**config.mk**
```make
export PLATFORM = sky130hd
export DESIGN_NAME = regfile_wb_arbiter_flat
export DESIGN_NICKNAME = d
export VERILOG_FILES = /design/src/rtl/wb_pkg.sv /design/src/rtl/regfile_wb_arbiter_if.sv /design/src/rtl/wb_fifo.sv /design/src/rtl/regfile_wb_arbiter.sv /design/src/flat_wrapper.sv
export SDC_FILE = /design/constraint.sdc
export NUM_CORES = 1
export LEC_CHECK = 0
export CAP_MARGIN = 20
export CORE_UTILIZATION = 53
export DETAILED_ROUTE_END_ITERATION = 7
export PLACE_DENSITY = 0.89
export SYNTH_ARGS = -nofsm -noshare
export SYNTH_HDL_FRONTEND = slang
export SYNTH_SLANG_ARGS = --single-unit
```
**constraint.sdc**
```tcl
create_clock -name clk -period 3 [get_ports clk]
set_input_delay 0.75 -clock clk [delete_from_list [all_inputs] [get_ports clk]]
set_output_delay 0.75 -clock clk [all_outputs]
set_load 0.05 [all_outputs]
```
**src/rtl/wb_pkg.sv**
```systemverilog
// Shared types for the register-file writeback path: widths and the
// {rd, data} result record carried through the load FIFO.
package wb_pkg;
  localparam int XLEN       = 32;
  localparam int REG_ADDR_W = 5;
  localparam int NUM_REGS   = 32;

  typedef struct packed {
    logic [REG_ADDR_W-1:0] rd;
    logic [XLEN-1:0]       data;
  } wb_result_t;
endpackage

```
**src/rtl/regfile_wb_arbiter_if.sv**
```systemverilog
// Writeback bus bundle: ALU/load result offers, decode issue, register-file
// write port and scoreboard. Forwarding signals exist only with WB_FWD_EN.
interface regfile_wb_arbiter_if;
  import wb_pkg::*;

  logic                  alu_valid;
  logic                  alu_ready;
  logic [REG_ADDR_W-1:0] alu_rd;
  logic [XLEN-1:0]       alu_data;
  logic                  mem_valid;
  logic                  mem_ready;
  logic [REG_ADDR_W-1:0] mem_rd;
  logic [XLEN-1:0]       mem_data;
  logic                  issue_valid;
  logic [REG_ADDR_W-1:0] issue_rd;
  logic                  reg_write;
  logic [REG_ADDR_W-1:0] rd;
  logic [XLEN-1:0]       write_data;
  logic [NUM_REGS-1:0]   pending;
`ifdef WB_FWD_EN
  logic [REG_ADDR_W-1:0] fwd_rs1;
  logic [REG_ADDR_W-1:0] fwd_rs2;
  logic                  fwd1_hit;
  logic                  fwd2_hit;
  logic [XLEN-1:0]       fwd1_data;
  logic [XLEN-1:0]       fwd2_data;
`endif

  modport master (
    output alu_valid, alu_rd, alu_data, mem_valid, mem_rd, mem_data,
    output issue_valid, issue_rd,
`ifdef WB_FWD_EN
    output fwd_rs1, fwd_rs2,
    input  fwd1_hit, fwd2_hit, fwd1_data, fwd2_data,
`endif
    input  alu_ready, mem_ready, reg_write, rd, write_data, pending
  );

  modport slave (
    input  alu_valid, alu_rd, alu_data, mem_valid, mem_rd, mem_data,
    input  issue_valid, issue_rd,
`ifdef WB_FWD_EN
    input  fwd_rs1, fwd_rs2,
    output fwd1_hit, fwd2_hit, fwd1_data, fwd2_data,
`endif
    output alu_ready, mem_ready, reg_write, rd, write_data, pending
  );
endinterface

```
**src/rtl/wb_fifo.sv**
```systemverilog
// Synchronous FIFO of wb_result_t records; power-of-two depth, pointers wrap
// naturally and the occupancy count carries one extra bit to tell full from empty.
module wb_fifo
  import wb_pkg::*;
#(
  parameter int DEPTH = 4
) (
  input  logic       clk,
  input  logic       reset,
  input  logic       push,
  input  wb_result_t din,
  input  logic       pop,
  output wb_result_t dout,
  output logic       full,
  output logic       empty
);
  localparam int AW = $clog2(DEPTH);
  localparam logic [AW:0] FULL_CNT = (AW+1)'(DEPTH);

  wb_result_t      mem [DEPTH];
  logic [AW-1:0]   wr_ptr;
  logic [AW-1:0]   rd_ptr;
  logic [AW:0]     cnt;
  logic            push_ok;
  logic            pop_ok;

  assign full    = (cnt == FULL_CNT);
  assign empty   = (cnt == '0);
  assign push_ok = push && !full;
  assign pop_ok  = pop && !empty;
  assign dout    = mem[rd_ptr];

  always_ff @(posedge clk or posedge reset) begin
    if (reset) begin
      wr_ptr <= '0;
      rd_ptr <= '0;
      cnt    <= '0;
    end else begin
      if (push_ok) wr_ptr <= wr_ptr + 1'b1;
      if (pop_ok)  rd_ptr <= rd_ptr + 1'b1;
      case ({push_ok, pop_ok})
        2'b10:   cnt <= cnt + 1'b1;
        2'b01:   cnt <= cnt - 1'b1;
        default: cnt <= cnt;
      endcase
    end
  end

  // Storage needs no reset; only the pointers define validity.
  always_ff @(posedge clk) begin
    if (push_ok) mem[wr_ptr] <= din;
  end
endmodule

```
**src/rtl/regfile_wb_arbiter.sv**
```systemverilog
// Register-file write-port arbiter: load FIFO, ALU anti-starvation priority,
// registered write port and pending-write scoreboard. Optional WB_FWD_EN adds bypass.
module regfile_wb_arbiter
  import wb_pkg::*;
#(
  parameter int MEM_FIFO_DEPTH = 4,
  parameter int STARVE_LIMIT   = 3
) (
  input  logic                  clk,
  input  logic                  reset,
  regfile_wb_arbiter_if.slave   bus
);
  localparam int SW = $clog2(STARVE_LIMIT + 1);
  localparam logic [SW-1:0] STARVE_MAX = SW'(STARVE_LIMIT);

  wb_result_t            fifo_head;
  wb_result_t            fifo_din;
  wb_result_t            win;
  logic                  fifo_full;
  logic                  fifo_empty;
  logic                  pop_sel;
  logic                  alu_ready;
  logic                  alu_grant;
  logic                  grant;
  logic [SW-1:0]         starve_cnt;
  logic                  reg_write_q;
  logic [REG_ADDR_W-1:0] rd_q;
  logic [XLEN-1:0]       write_data_q;
  logic [NUM_REGS-1:0]   pending_q;
  logic [NUM_REGS-1:0]   pending_nxt;

  assign fifo_din = '{rd: bus.mem_rd, data: bus.mem_data};

  wb_fifo #(.DEPTH(MEM_FIFO_DEPTH)) u_fifo (
    .clk   (clk),
    .reset (reset),
    .push  (bus.mem_valid && bus.mem_ready),
    .din   (fifo_din),
    .pop   (pop_sel),
    .dout  (fifo_head),
    .full  (fifo_full),
    .empty (fifo_empty)
  );

  // Loads win unless the ALU has waited STARVE_LIMIT cycles.
  assign pop_sel   = !reset && !fifo_empty && (starve_cnt < STARVE_MAX);
  assign alu_ready = !reset && !pop_sel;
  assign alu_grant = bus.alu_valid && alu_ready;
  assign grant     = pop_sel || alu_grant;
  assign win       = pop_sel ? fifo_head : '{rd: bus.alu_rd, data: bus.alu_data};

  assign bus.alu_ready  = alu_ready;
  assign bus.mem_ready  = !reset && !fifo_full;
  assign bus.reg_write  = reg_write_q;
  assign bus.rd         = rd_q;
  assign bus.write_data = write_data_q;
  assign bus.pending    = pending_q;

  always_ff @(posedge clk or posedge reset) begin
    if (reset) begin
      starve_cnt <= '0;
    end else if (bus.alu_valid && !alu_ready) begin
      if (starve_cnt != STARVE_MAX) starve_cnt <= starve_cnt + 1'b1;
    end else begin
      starve_cnt <= '0;
    end
  end

  // x0 results are consumed without touching the write port.
  always_ff @(posedge clk or posedge reset) begin
    if (reset) begin
      reg_write_q  <= 1'b0;
      rd_q         <= '0;
      write_data_q <= '0;
    end else begin
      reg_write_q <= grant && (win.rd != '0);
      if (grant && (win.rd != '0)) begin
        rd_q         <= win.rd;
        write_data_q <= win.data;
      end
    end
  end

  // A fresh issue overrides a same-cycle retire: a newer producer exists.
  always_comb begin
    pending_nxt = pending_q;
    if (reg_write_q) pending_nxt[rd_q] = 1'b0;
    if (bus.issue_valid && (bus.issue_rd != '0)) pending_nxt[bus.issue_rd] = 1'b1;
    pending_nxt[0] = 1'b0;
  end

  always_ff @(posedge clk or posedge reset) begin
    if (reset) pending_q <= '0;
    else       pending_q <= pending_nxt;
  end

`ifdef WB_FWD_EN
  assign bus.fwd1_hit  = reg_write_q && (rd_q == bus.fwd_rs1) && (bus.fwd_rs1 != '0);
  assign bus.fwd2_hit  = reg_write_q && (rd_q == bus.fwd_rs2) && (bus.fwd_rs2 != '0);
  assign bus.fwd1_data = write_data_q;
  assign bus.fwd2_data = write_data_q;
`endif
endmodule

```
**src/flat_wrapper.sv**
```systemverilog
// flat-port wrapper written by rule: the top's interface ports become plain ports
module regfile_wb_arbiter_flat import wb_pkg::*;
#(
  parameter int MEM_FIFO_DEPTH = 4,
  parameter int STARVE_LIMIT   = 3
)
  (clk, reset, bus_alu_valid, bus_alu_rd, bus_alu_data, bus_mem_valid, bus_mem_rd, bus_mem_data, bus_issue_valid, bus_issue_rd, bus_alu_ready, bus_mem_ready, bus_reg_write, bus_rd, bus_write_data, bus_pending);
  regfile_wb_arbiter_if bus_i ();
  input  logic clk;
  input  logic reset;
  input wire logic [$bits(bus_i.alu_valid)-1:0] bus_alu_valid;
  input wire logic [$bits(bus_i.alu_rd)-1:0] bus_alu_rd;
  input wire logic [$bits(bus_i.alu_data)-1:0] bus_alu_data;
  input wire logic [$bits(bus_i.mem_valid)-1:0] bus_mem_valid;
  input wire logic [$bits(bus_i.mem_rd)-1:0] bus_mem_rd;
  input wire logic [$bits(bus_i.mem_data)-1:0] bus_mem_data;
  input wire logic [$bits(bus_i.issue_valid)-1:0] bus_issue_valid;
  input wire logic [$bits(bus_i.issue_rd)-1:0] bus_issue_rd;
  output wire logic [$bits(bus_i.alu_ready)-1:0] bus_alu_ready;
  output wire logic [$bits(bus_i.mem_ready)-1:0] bus_mem_ready;
  output wire logic [$bits(bus_i.reg_write)-1:0] bus_reg_write;
  output wire logic [$bits(bus_i.rd)-1:0] bus_rd;
  output wire logic [$bits(bus_i.write_data)-1:0] bus_write_data;
  output wire logic [$bits(bus_i.pending)-1:0] bus_pending;
  assign bus_i.alu_valid = bus_alu_valid;
  assign bus_i.alu_rd = bus_alu_rd;
  assign bus_i.alu_data = bus_alu_data;
  assign bus_i.mem_valid = bus_mem_valid;
  assign bus_i.mem_rd = bus_mem_rd;
  assign bus_i.mem_data = bus_mem_data;
  assign bus_i.issue_valid = bus_issue_valid;
  assign bus_i.issue_rd = bus_issue_rd;
  assign bus_alu_ready = bus_i.alu_ready;
  assign bus_mem_ready = bus_i.mem_ready;
  assign bus_reg_write = bus_i.reg_write;
  assign bus_rd = bus_i.rd;
  assign bus_write_data = bus_i.write_data;
  assign bus_pending = bus_i.pending;
  regfile_wb_arbiter #(.MEM_FIFO_DEPTH(MEM_FIFO_DEPTH), .STARVE_LIMIT(STARVE_LIMIT)) u_core (.clk(clk), .reset(reset), .bus(bus_i));
endmodule
```
======== Word-level counts from Yosys, hierarchy flattened ========
Memories as Yosys holds them, arrays and structs flattened.
Cells that the tools add are included.
word-level totals
  register bits ........................... 78
  bits in writable memories ............... 148
  input port bits ......................... 84
  output and inout port bits .............. 72
  word-level logic and storage cells ...... 62
  memories kept ........................... 1
memories
  name               depth  width  read ports  clocked after memory_dff  write ports  line           text
  u_core.u_fifo.mem  4      37     1           0                         1            wb_fifo.sv:20  wb_result_t mem [DEPTH];
operators by class
  $add $sub $neg .......................... 5
  order comparisons ....................... 5
  eq/ne operators ......................... 5
  muxes and demuxes ....................... 12
  bitwise gates (word level) .............. 3
  reduce and logical (&&, ||, !) cells .... 23
operators by type and width
  operator             number
  $mux 32              2
  $mux 37              1
  $and 32x32->32       1
  $not 32->32          1
  $or 32x32->32        1
  $logic_and 1x1->1    13
  $lt 5x6->1 const B   2
  $demux 1 s5          2
  $ge 5x1->1 const B   2
  $reduce_bool 5->1    2
  $add 2x1->2 const B  3
  $pmux 3 s2           1
  $logic_not 1->1      5
  $mux 1               4
  $mux 2               2
  $ne 2x2->1 const B   2
  $add 3x1->3 const B  1
  $eq 3x3->1 const B   1
  $logic_not 3->1      1
  $sub 3x1->3 const B  1
  $eq 2x1->1 const B   1
  $eq 2x2->1 const B   1
  $lt 2x2->1 const B   1
  $reduce_bool 2->1    1
  $logic_or 1x1->1     1

======== Depth between registers and ports, before layout ========
  depth in word-level cells ............... 9
  mapped depth ............................ 10
  depth with buffers taken out ............ 10

======== Cells and area by module ========
From an unflattened synthesis, not the netlist that was laid out.
second synthesis, totals
  cell total of the unflattened synthesis .. 513
  area total of the unflattened synthesis .. 9,108.7 um^2
by module, submodules not included
  module              times used  cells each  area an instance (um^2)  sequential area each (um^2)
  wb_fifo             1           231         5,759.3                  4,619.4
  regfile_wb_arbiter  1           282         3,349.5                  1,776.7

======== Worst setup path after synthesis ========
Ideal clock, no wire load.
  path type ............................... in2reg
  start point ............................. input reset
  end point ............................... memory u_core.u_fifo.mem[0][0] (netlist bit) (enable)
  setup time .............................. 398 ps
  data arrival time ....................... 2,779 ps
  data required time ...................... 2,602 ps
  setup slack ............................. -177 ps
  stages on the path ...................... 2
  path buffers ............................ 0
  path through ............................ a31oi_1 > and3_1
on the way
  longest elaborated chain between the ends .. 6
ends and longest elaborated chain
  item                          line                      text
  start: declaration            flat_wrapper.sv:10        input logic reset;
  $logic_not 1->1               regfile_wb_arbiter.sv:53  assign bus.mem_ready = !reset && !fifo_full;
  $logic_and 1x1->1             regfile_wb_arbiter.sv:53
  $logic_and 1x1->1             regfile_wb_arbiter.sv:37  .push (bus.mem_valid && bus.mem_ready),
  $logic_and 1x1->1             wb_fifo.sv:29             assign push_ok = push && !full;
  $mux 1                        wb_fifo.sv:51             if (push_ok) mem[wr_ptr] <= din;
  $mux 1 (implied by the code)  wb_fifo.sv:51
  end: declaration              wb_fifo.sv:20
Every way passes these cells.

======== Worst setup path after layout ========
  start point ............................. register u_core.u_fifo.cnt[0]
  end point ............................... output bus_alu_ready
on the way
  longest elaborated chain between the ends .. 6
ends and longest elaborated chain
  item                             line                      text
  start: declaration               wb_fifo.sv:23             logic [AW:0] cnt;
  start signal: assignment         wb_fifo.sv:42             2'b10: cnt <= cnt + 1'b1;
  start signal: assignment         wb_fifo.sv:43             2'b01: cnt <= cnt - 1'b1;
  start signal: assignment         wb_fifo.sv:44             default: cnt <= cnt;
  $logic_not 3->1                  wb_fifo.sv:28             assign empty = (cnt == '0);
  $logic_not 1->1                  regfile_wb_arbiter.sv:46  assign pop_sel = !reset && !fifo_empty && (starve_cnt < STARVE_MAX);
  $logic_and 1x1->1 (2 in series)  regfile_wb_arbiter.sv:46
  $logic_not 1->1                  regfile_wb_arbiter.sv:47  assign alu_ready = !reset && !pop_sel;
  $logic_and 1x1->1                regfile_wb_arbiter.sv:47
  end: declaration                 flat_wrapper.sv:19        output wire logic [$bits(bus_i.alu_ready)-1:0] bus_alu_ready;
Every way passes these cells.

==> impl_metrics.yaml <==
status:
  status: "complete, no violations"
sta:
  rsz0062_at_grt: "false"
  fin_skew_ps: 9.011
  slew_headroom: 0.3614
  finalHoldViolCount: 0
  tns_ps: 0
  drv_slew: 0
  layout_min_cycle_time_ps: 2853
  setup_violations: 0
  max_slew.worst_pin.slew_ps: 955.6
  max_freq_ghz: 0.3505
  post-route-period-util: 0.9510
cells_and_area:
  diodes: 0
  syn2layout_area_growth_pct: 28.74
  fin_area_mm2: 0.01185
  finish.net_count: 808
  layout-drive-gt1-share: 0.1553
  fin_util: 0.7073
pwr:
  power_frac_comb: 0.419
  p_leak_nw: 4.144
  switchingPower_mw: 4.896
  vdd_drop_max_mv: 0.7634
  internal_power_mw: 7.768
  clkPwrFrac: 0.218
  p_total_mw: 12.66
  seqPwrFrac: 0.362
  swShare: 0.3866
  power_density_mw_per_mm2: 1068
yosys:
  async_reset_ff_frac: 0.3451
  synthDistinctLibCells: 41
  ys_seq_elements: 226
  synth.area.mux_share: 0.09390
  syn_area_mm2: 0.009208
  synth_xor_area_frac: 0.006659
  synth_compound_area_frac: 0.1124
  synth.avg_cell_area_um2: 16.65
  yosys_warnings: 0
  synth_top_family_by_area: "compound AO/OA/AOI/OAI gates"
  syn-num-nets: 644
  synth_edf_count: 148
  synth_flop_cell: "edfxtp_1"
  synth_cells: 553
  synthSimpleGateAreaFrac: 0.05802
  synthAdderAreaFrac: 0.01033
  synth_seq_area_share: 0.6947
placement:
  dpl-instance-area_mm2: 0.01113
  dpl.hpwl_um: 14270
  portBuffers: 154
  place_congestion: 0.8697
drt:
  viasPerCell: 6.327
  wl_met1_um: 8446
  wl_met2_um: 11230
  drc: 0
  wl_per_cell_um: 23.44
  dr.max_layer_used: "met4"
  drt_iter0_drc: 453
  met3_length_um: 2021
  dr.pass1.iters: 5
  via_count: 6036
  ant_nets: 0
  finalWirelength_um: 22360
global_route:
  grt_max_degree: 39
  antenna_found_initial: 0
  grt-ovfl-total: 0
  grt_util_all_layers: 0.2583
  grt_first_pass_wirelength_um: 35150
  grt_pass1_vias: 6378
clocking:
  cts_made_buffers: 23
  cts-root-buf: "clkbuf_16"
  cts.sinks: 226
  cts_resized: 0
  clock_path_buffers: 3
  ctsHoldBuffers: 0
  cts_tree: "yes"
  clk-insertion-delay-late_ps: 510
  htreeDepth: 1
  cts_setup_buffers: 0
  clk_pin_slew_ps: 60
die:
  die_x_um: 133.8
  io_pins: 156
  coreArea_mm2: 0.01676
  die-area_mm2: 0.01790
  initial_utilization: 0.5494
  die_y_um: 133.8
  rows: 47
run:
  drv_cap: 0
worst_setup_path:
  cp.arrival_ps: 2100
  cp-start-kind: "flip-flop"
  cp.required_ps: 2250
  critPathKind: "reg2out"
  end_kind: "output pin"
  crit_fanout: 4
hold_path:
  hold_class: "reg2reg"
-- path summary, 6_finish.rpt --
check                                               startpoint                                    end  slack, ps  cells after the start
min in group asynchronous                                reset       u_core.starve_cnt[0]$_DFFE_PP0P_        700                      3
max                           u_core.u_fifo.cnt[0]$_DFFE_PP0P_                          bus_alu_ready        150                      5
max reg2reg                u_core.u_fifo.rd_ptr[0]$_DFFE_PP0P_  u_core.bus.write_data[26]$_DFFE_PP0P_        500                      5
max in group asynchronous                                reset  u_core.bus.write_data[17]$_DFFE_PP0P_       1500                      4
min reg2reg                   u_core.bus.pending[23]$_DFF_PP0_       u_core.bus.pending[23]$_DFF_PP0_        510                      2
min                           u_core.bus.pending[23]$_DFF_PP0_       u_core.bus.pending[23]$_DFF_PP0_        510                      2
-- cell usage after synthesis, drive strengths merged, types with 2 or more instances --
cell type / n / area [um2]
nor3: 2 / 21.27
and2: 3 / 18.77
nand3: 4 / 20.02
o311a: 32 / 320.3
or3b: 6 / 52.55
a21oi: 2 / 13.76
mux2i: 2 / 20.02
a211o: 32 / 280.3
dfrtp: 78 / 1952
nor4: 4 / 25.02
xnor2: 4 / 35.03
clkbuf: 22 / 82.58
nand2: 3 / 11.26
and3: 4 / 25.02
ha: 6 / 75.07
nor2: 9 / 36.29
edfxtp: 148 / 4444
xor2: 3 / 26.28
buf: 14 / 97.59
nand3b: 10 / 75.07
o21ai: 66 / 330.3
inv: 10 / 37.54
or3: 35 / 219.0
o32a: 6 / 60.06
mux4: 37 / 833.3
-- sequential cells by signal (all words and copies together), names as in the netlist --
signal	cells
u_core.bus.reg_write	1
u_core.bus.pending	31
u_core.starve_cnt	2
u_core.u_fifo.wr_ptr	2
u_core.u_fifo.rd_ptr	2
u_core.bus.rd	5
u_core.bus.write_data	32
u_core.u_fifo.mem	148
u_core.u_fifo.cnt	3
-- cell type report --
cell class | count | area, um2
Multi-Input combinational cell | 281 | 2631
Sequential cell | 226 | 6399
Tap cell | 220 | 275.3
Timing Repair Buffer | 175 | 1782
Inverter | 10 | 38.79
Clock inverter | 11 | 112.6
Clock buffer | 31 | 615.6
Fill cell | 999 | 4906
-- layer usage --
metal  global-route usage  up-vias
met1               0.3308     3020
met4               0.1067        0
met2               0.4335      382
li1                     -     2572
met3              0.05215       62
met5                    0        -
-- per-stage QoR --
stage	worst slack, ps	cells	hold WS [ps]
floorplan	86.21	553	464.1
global placement	151.8	912	485.5
detailed placement	76.61	912	499.7
CTS	143.5	954	513.2
global route	35.08	954	548.6
finish	146.9	954	512.1
-- kinds of logic (layout without fill, tap and decap cells) --
family          after synthesis  in the layout
other cells                   1              1
buf+inv                      46            227
mux                          40             40
compound gates              142            142
flops                       226            226
fa+ha+maj                     7              7
xor+xnor                      7              7
simple gates                 84             84
-- worst max-delay path: stages (launching register included) --
cell and delay, ps:
dfrtp_1 420, nor3_1 480, or3_2 230, inv_1 60
nor2_1 230, buf_12 180
-- power groups by stage --
stage                     Sequential, mW  Combinational [mW]  Clock [mW]
after global routing                4.66                5.59        2.92
after global placement              4.58                5.15           0
after detailed placement            4.63                5.28           0
after floorplan                     5.98                2.11           0
final                               4.59                5.31        2.76
after CTS                           4.58                5.33        2.80
-- cells in the final DEF, fill, tap and decap left out, types with 2 or more instances in the layout --
cell type / Yosys / routed
edfxtp_1: 148 / 148
a211o_1: 32 / 32
xor2_1: 3 / 3
and3_2: 0 / 4
nor4_1: 4 / 4
nand3_1: 4 / 4
and2_1: 3 / 3
clkbuf_16: 0 / 23
inv_6: 0 / 2
buf_4: 1 / 16
inv_1: 10 / 9
o311a_1: 32 / 32
ha_1: 6 / 6
clkinv_1: 0 / 3
nand3b_1: 10 / 10
or3b_2: 6 / 6
dfrtp_1: 78 / 76
nor2_1: 8 / 7
nor2_4: 0 / 2
clkbuf_1: 22 / 7
xnor2_1: 4 / 4
clkinv_2: 0 / 4
buf_12: 0 / 7
mux4_2: 37 / 37
bufinv_16: 0 / 2
o32a_1: 6 / 6
mux2i_1: 2 / 2
or3_1: 35 / 34
clkdlybuf4s50_1: 0 / 152
o21ai_0: 66 / 65
nand2_1: 3 / 3
dfrtp_2: 0 / 2
No activity file was read; power rests on OpenSTA's default activity.
